File: config.mk
export PLATFORM = sky130hd
export DESIGN_NAME = hpdcache_rsp_router
export DESIGN_NICKNAME = d
export VERILOG_FILES = /design/src/rtl/hpdcache_rsp_router.sv
export SDC_FILE = /design/constraint.sdc
export NUM_CORES = 1
export LEC_CHECK = 0
export BUFFER_PORTS_ARGS = -buffer_cell sky130_fd_sc_hd__buf_2
export CELL_PAD_IN_SITES_DETAIL_PLACEMENT = 0
export CELL_PAD_IN_SITES_GLOBAL_PLACEMENT = 2
export CORE_ASPECT_RATIO = 1.2
export CORE_MARGIN = 1
export CORE_UTILIZATION = 18
export DETAILED_ROUTE_END_ITERATION = 7
export PLACE_DENSITY = 0.95
export SLEW_MARGIN = 20
export SYNTH_ARGS = -nofsm -noshare
export SYNTH_HDL_FRONTEND = slang
export SYNTH_SLANG_ARGS = --single-unit
File: constraint.sdc
create_clock -name clk_i -period 4.68 [get_ports clk_i]
set_input_delay 0.936 -clock clk_i [delete_from_list [all_inputs] [get_ports clk_i]]
set_output_delay 0.936 -clock clk_i [all_outputs]
set_load 0.005 [all_outputs]
File: src/rtl/hpdcache_rsp_router.sv
// -----------------------------------------------------------------------------
// hpdcache_rsp_router
//
// Return-path companion to the fixed-priority request arbiter. A small circular
// FIFO records, in grant order, the index of the requester that won each
// accepted request. In-order responses from the shared downstream resource are
// steered back to the requester at the FIFO head.
//
// Ports
//   clk_i          clock, all state on rising edge
//   rst_i          asynchronous reset, active-high
//   req_gnt_i      [N]   one-hot grant vector from the request arbiter
//   req_fire_i           granted request accepted downstream this cycle
//   track_ready_o        tracker can record a new request
//   rsp_valid_i          downstream response valid
//   rsp_ready_o          downstream response accepted
//   rsp_data_i     [W]   downstream response payload
//   rsp_valid_o    [N]   per-requester response valid (at most one set)
//   rsp_ready_i    [N]   per-requester response ready
//   rsp_data_o     [W]   response payload, shared by all requesters
//   outstanding_o  [CW]  number of recorded, unanswered requests
//   err_o                sticky protocol-error flag
// -----------------------------------------------------------------------------
module hpdcache_rsp_router #(
   parameter  int unsigned N     = 4,
   parameter  int unsigned DEPTH = 4,
   parameter  int unsigned W     = 64,
   localparam int unsigned IDW   = (N > 1) ? $clog2(N) : 1,
   localparam int unsigned CW    = $clog2(DEPTH + 1)
) (
   input  logic          clk_i,
   input  logic          rst_i,
   input  logic [N-1:0]  req_gnt_i,
   input  logic          req_fire_i,
   output logic          track_ready_o,
   input  logic          rsp_valid_i,
   output logic          rsp_ready_o,
   input  logic [W-1:0]  rsp_data_i,
   output logic [N-1:0]  rsp_valid_o,
   input  logic [N-1:0]  rsp_ready_i,
   output logic [W-1:0]  rsp_data_o,
   output logic [CW-1:0] outstanding_o,
   output logic          err_o
);

   localparam int unsigned PW = (DEPTH > 1) ? $clog2(DEPTH) : 1;

   // Pointers wrap explicitly so DEPTH need not be a power of two.
   function automatic logic [PW-1:0] f_ptr_inc(input logic [PW-1:0] p);
      return (p == PW'(DEPTH - 1)) ? '0 : p + 1'b1;
   endfunction

   logic [IDW-1:0] r_fifo [DEPTH];
   logic [PW-1:0]  r_wr_ptr;
   logic [PW-1:0]  r_rd_ptr;
   logic [CW-1:0]  r_count;
   logic           r_err;

   logic           w_full;
   logic           w_empty;
   logic           w_gnt_onehot;
   logic           w_push;
   logic           w_pop;
   logic           w_err_evt;
   logic [IDW-1:0] w_gnt_idx;
   logic [IDW-1:0] w_head;
   logic           w_rsp_ready;

   assign w_full       = (r_count == CW'(DEPTH));
   assign w_empty      = (r_count == '0);
   assign w_gnt_onehot = $onehot(req_gnt_i);

   // Ready comes from registered count only; a same-cycle pop does not free a slot.
   assign track_ready_o = ~w_full;
   assign w_push        = req_fire_i & track_ready_o & w_gnt_onehot;
   assign w_head        = r_fifo[r_rd_ptr];

   // Binary encode of the grant; only meaningful when the grant is one-hot.
   always_comb begin
      // NOTE: every combinational output gets a default first so no latch is inferred.
      w_gnt_idx = '0;
      for (int k = 0; k < N; k++) begin
         if (req_gnt_i[k]) w_gnt_idx = IDW'(k);
      end
   end

   // Steer valid to the head requester and take its ready back downstream.
   always_comb begin
      rsp_valid_o = '0;
      w_rsp_ready = 1'b0;
      for (int k = 0; k < N; k++) begin
         if (!w_empty && (w_head == IDW'(k))) begin
            rsp_valid_o[k] = rsp_valid_i;
            w_rsp_ready    = rsp_ready_i[k];
         end
      end
   end

   assign rsp_ready_o   = w_rsp_ready;
   assign rsp_data_o    = rsp_data_i;
   assign w_pop         = rsp_valid_i & w_rsp_ready;
   assign outstanding_o = r_count;
   assign err_o         = r_err;

   // Lost request, malformed grant, or a response with nothing recorded.
   assign w_err_evt = (req_fire_i & w_full)
                    | (req_fire_i & ~w_gnt_onehot)
                    | (rsp_valid_i & w_empty & ~w_push);

   // NOTE: FIFO storage has no reset; entries are only read below r_count, so
   // stale contents are never observed and the array maps to plain flops/RAM.
   always_ff @(posedge clk_i) begin
      if (w_push) r_fifo[r_wr_ptr] <= w_gnt_idx;
   end

   always_ff @(posedge clk_i or posedge rst_i) begin
      if (rst_i) begin
         r_wr_ptr <= '0;
         r_rd_ptr <= '0;
         r_count  <= '0;
         r_err    <= 1'b0;
      end else begin
         if (w_push) r_wr_ptr <= f_ptr_inc(r_wr_ptr);
         if (w_pop)  r_rd_ptr <= f_ptr_inc(r_rd_ptr);
         case ({w_push, w_pop})
            2'b10:   r_count <= r_count + 1'b1;
            2'b01:   r_count <= r_count - 1'b1;
            default: r_count <= r_count;
         endcase
         r_err <= r_err | w_err_evt;
      end
   end

   a_valid_onehot0 : assert property (@(posedge clk_i) disable iff (rst_i) $onehot0(rsp_valid_o));

endmodule

== After elaboration in Yosys (flattened, before gate mapping) ==
Memory sizes are Yosys's and may differ from the RTL's.
Index checks and enable logic that the tools add are counted.
Cells by class
  reduce and logical (&&, ||, !) cells: 8
  mux-type cells: 16
  bitwise logic cells: 13
  multipliers: 0
  equality and inequality tests: 9
  divide/modulo/power cells: 0
  shifts and indexed selects: 0
  $add $sub $neg: 7
  $lt $le $gt $ge: 0
Operator list (count)
  1-bit 2-to-1 mux: 11
  2-bit equality test, second input constant: 5
  2-bit 2-to-1 mux: 4
  1-bit AND: 7
  3-bit one-hot mux with 2 select lines: 1
  1-bit by 1-bit adder with 2-bit output: 2
  2-bit by 1-bit adder with 2-bit output, second input constant: 2
  2-bit by 1-bit equality test with 1-bit output, second input constant: 2
  1-bit logical AND: 4
  2-bit by 2-bit adder with 3-bit output: 1
  3-bit by 1-bit adder with 3-bit output, second input constant: 1
  3-bit by 1-bit equality test with 1-bit output, second input constant: 1
  3-bit equality test, second input constant: 1
  3-bit zero test: 1
  1-bit inverter: 3
  1-bit OR: 3
  3-bit by 1-bit subtractor with 3-bit output, second input constant: 1
  2-bit zero test: 1
  2-bit nonzero test: 1
  1-bit zero test: 1
Word-level totals
  output and inout bits: 74
  bits in writable memories: 8
  word-level logic and storage cells: 58
  memories kept: 1
  latch bits: 0
  register bits after elaboration: 8
  ROM bits: 0
Memory list
  r_fifo: depth 4, width 2, read ports 1, clocked after memory_dff 0, write ports 1, line 53  | logic [IDW-1:0] r_fifo [DEPTH];

== Logic depth before layout (Yosys ltp) ==
  depth after elaboration: 10
  gate-level depth with buffers: 13
  gate-level depth less buffers: 13

== Worst setup path after synthesis ==
Ideal clock, no wire load.
  path kind: input to register
  start: in req_gnt_i[0]
  end: reg r_count[2], in the netlist outstanding_o[2]
  required time: 4.554 ns
  library setup time: 0.126 ns
  path slack: 0.869 ns
  path buffers: 0
  stages: 13
  arrival: 3.685 ns
  path through: inv_1 fa_1 inv_1 ha_1 ha_1 a2111oi_1 inv_1 ha_1 inv_1 fa_1 xor2_1 nor2_1 xor2_1
Between the ends
  longest elaborated chain between the ends: 6
  elaborated cells between the ends (all ways): 8
  those cells by class: add/sub (2); eq/ne (3); mux (1); bitwise (1); reduce/logical (1)
Ends and longest elaborated chain
  start, declared: line 33  | input logic [N-1:0] req_gnt_i,
  1-bit by 1-bit adder with 2-bit output (not written as such) (*): line 71  | assign w_gnt_onehot = $onehot(req_gnt_i);
  2-bit by 2-bit adder with 3-bit output (not written as such) (*): line 71
  3-bit by 1-bit equality test with 1-bit output (*): line 71
  1-bit AND (*): line 75  | assign w_push = req_fire_i & track_ready_o & w_gnt_onehot;
  2-bit by 1-bit equality test with 1-bit output / 2-bit equality test (equally long branches): line 125  | case ({w_push, w_pop})
  3-bit one-hot mux with 2 select lines / 2-bit nonzero test (equally long branches)
  end signal, assigned: line 126  | 2'b10: r_count <= r_count + 1'b1;
  end signal, assigned: line 127  | 2'b01: r_count <= r_count - 1'b1;
  end signal, assigned: line 128  | default: r_count <= r_count;
  end, declared: line 56  | logic [CW-1:0] r_count;
Mark *: on every way between the ends. The rest lies on a longest branch, timed or not.
A chain may end at the register's enable or synchronous reset.

== Final worst setup path ==
Ends and elaborated chain as after synthesis.

==> qor.yml <==
power:
  pwr_density_cell_mw_per_mm2: 496
  p_leak_nw: 0.531
  peakVddDrop_uv: 173
global_routing:
  grt_max_degree: 11
  gr-total-overflow: 0
  grt_pass1_vias: 703
  grt_pass1_wl_um: 3200
  antenna_found_initial: 0
  grt_use_total: 0.0533
routing:
  avgRoutedWirePerCell_um: 10.7
  dr.first_iter.drc_count: 5
  firstDrtPassIters: 4
  wl_um: 2070
  antenna_left: 0
  viasPerCell: 3.53
  drc: 0
  via_count: 684
worst_setup_path:
  r2r_start: "r_rd_ptr[0]"
  r2r_end: "outstanding_o[2]"
  cp.arrival_ns: 3.46
  end_kind: "register"
  cp-start-kind: "primary input"
  critPathLaunch: "req_gnt_i[0]"
  required_ns: 4.81
  path_class: "in2reg"
  rrSetupSlack_ns: 1.85
  crit_path_max_fanout: 10
  worst_r2r_path_depth: 9
timing:
  worst_pin_slew_ns: 0.452
  period_minus_slack_ns: 3.33
  slew_headroom: 0.696
  slew_violations: 0
  finalHoldViolCount: 0
  rsz0062_at_grt: "false"
  hold_slack_ns: 0.500
  clock_skew_ns: 0.00356
  setup_viol: 0
  fin_crit_sh: 0.711
  clock.fmax_mhz: 301
  finalSetupTns_ns: 0
cells_and_area:
  layout_common_cells: "buf_2, inv_1"
  area_delta_synth_final_pct: -15.0
  final_cell_area_mm2: 0.00119
  layout.nets: 191
  diodes: 0
  drive_gt1_frac: 0.308
  stdcell_count: 194
  fin_util: 0.161
  final_common_cell: "buf_2"
clock_network:
  clkTransAtPathRegs_ns: 0.06
  post-cts-setup-buffers: 0
  cts_tree: "done"
  cts_buffers: 3
  cts_root_buf: "clkbuf_8"
  post_cts_resize_count: 0
  clk-insertion-delay-late_ns: 0.25
  cts_buffer_depth: 2
  ctsHoldBuffers: 0
  htree_num_levels: 1
  cts.sinks: 16
floorplan:
  dieArea_mm2: 0.00816
  chipHeight_um: 98.7
  core_area_mm2: 0.00740
  initial_core_util: 0.190
  fp.dieW_um: 82.6
  rows: 34
  ios: 150
synth:
  syn_nets: 228
  syn_area_per_cell_um2: 9.89
  synthCells: 142
  synth_cell_type_count: 26
  synth_area_mm2: 0.00140
  yosysSeqAreaShare: 0.314
  yosys_warnings: 0
  synth_seq_cells: 16
min_path:
  hp-start: "err_o"
  hold_depth: 1
  hp-class: "reg2reg"
  whs_endpoint: "err_o"
job:
  max_cap_viol_count: 0
place:
  dpl.hpwl_um: 1710
  dpl_cell_area_mm2: 0.00115
  port_buffers: 21
  place_inst: 190
  gp_congestion: 0.749
status:
  status: "finished, final reports clean"
[cell families after synthesis]
family	count (synthesis)	share of synthesized area
AOI/OAI and AO/OA	8	0.0410
xor gates and xnor gates	3	0.0187
adders and majority gates	10	0.0998
buffers and inverters	77	0.377
DFF	16	0.314
muxes	7	0.0722
and+or+nand+nor	21	0.0775
[sequential cells by signal, summed over array words and instances, names as in the netlist]
signal	flops
r_rd_ptr	2
outstanding_o	3
err_o	1
r_wr_ptr	2
r_fifo	8
[report_power, final]
group	switching, mW	internal (mW)	total, mW	leakage, nW
sequential	0.0413	0.185	0.226	0.163
combinational	0.127	0.131	0.258	0.345
clock	0.0474	0.0604	0.108	0.0228
total	0.216	0.377	0.592	0.531
[metrics by stage]
stage                     total power [mW]  setup slack, ns
after global placement               0.486             1.15
after CTS                            0.603             1.35
final                                0.592             1.35
after floorplan                      0.452            0.869
after global routing                 0.649             1.20
after detailed placement             0.495             1.10
[cell type report]
class	instances	area (um^2)
Inverter	13	48.8
Timing Repair Buffer	22	113
Sequential cell	16	440
Tap cell	90	113
Multi-Input combinational cell	49	434
Clock buffer	4	45.0
Fill cell	855	6210
[critical path, stage by stage]
cell and delay, ns:
buf_2 0.07, inv_1 0.04, fa_1 0.52, inv_1 0.04
ha_1 0.17, ha_1 0.27, a2111oi_1 0.33, buf_4 0.22
inv_1 0.05, ha_1 0.21, inv_1 0.07, fa_1 0.17
xor2_1 0.15, nor2_1 0.06, xor2_1 0.14
[cell usage after synthesis (all sizes together)]
library cell | instances | area (um^2)
xor2 | 2 | 17.5
or3b | 1 | 11.3
nand3b | 1 | 7.51
o22ai | 1 | 12.5
mux4 | 2 | 48.8
or2 | 1 | 6.26
mux2 | 2 | 22.5
mux2i | 3 | 30.0
dfrtp | 8 | 200
o21bai | 1 | 7.51
fa | 2 | 40.0
edfxtp | 8 | 240
buf | 64 | 480
nor2 | 8 | 30.0
a211oi | 1 | 7.51
and2b | 1 | 8.76
a21oi | 1 | 5.00
o21ai | 3 | 15.0
nand2 | 4 | 15.0
a2111oi | 1 | 10.0
and2 | 4 | 25.0
ha | 8 | 100
inv | 13 | 48.8
xnor2 | 1 | 8.76
nor3 | 1 | 5.00
[worst max path at each step]
stage	slack, ns	cells after the start	to
after floorplan	0.87	13	outstanding_o[2]
after global placement	1.15	15	outstanding_o[2]
after detailed placement	1.10	15	outstanding_o[2]
after CTS	1.35	15	outstanding_o[2]
after global routing	1.20	15	outstanding_o[2]
final	1.35	15	outstanding_o[2]
[metal layers]
| metal | wire length, um | up-vias | GRT usage |
|---|---|---|---|
| li1 | - | 316 | - |
| met1 | 826 | 319 | 0.0542 |
| met2 | 954 | 35 | 0.0833 |
| met3 | 197 | 14 | 0.0204 |
| met4 | 91 | 0 | 0.0464 |
| met5 | 0 | - | 0 |
Power figures use the tool's default switching activity.
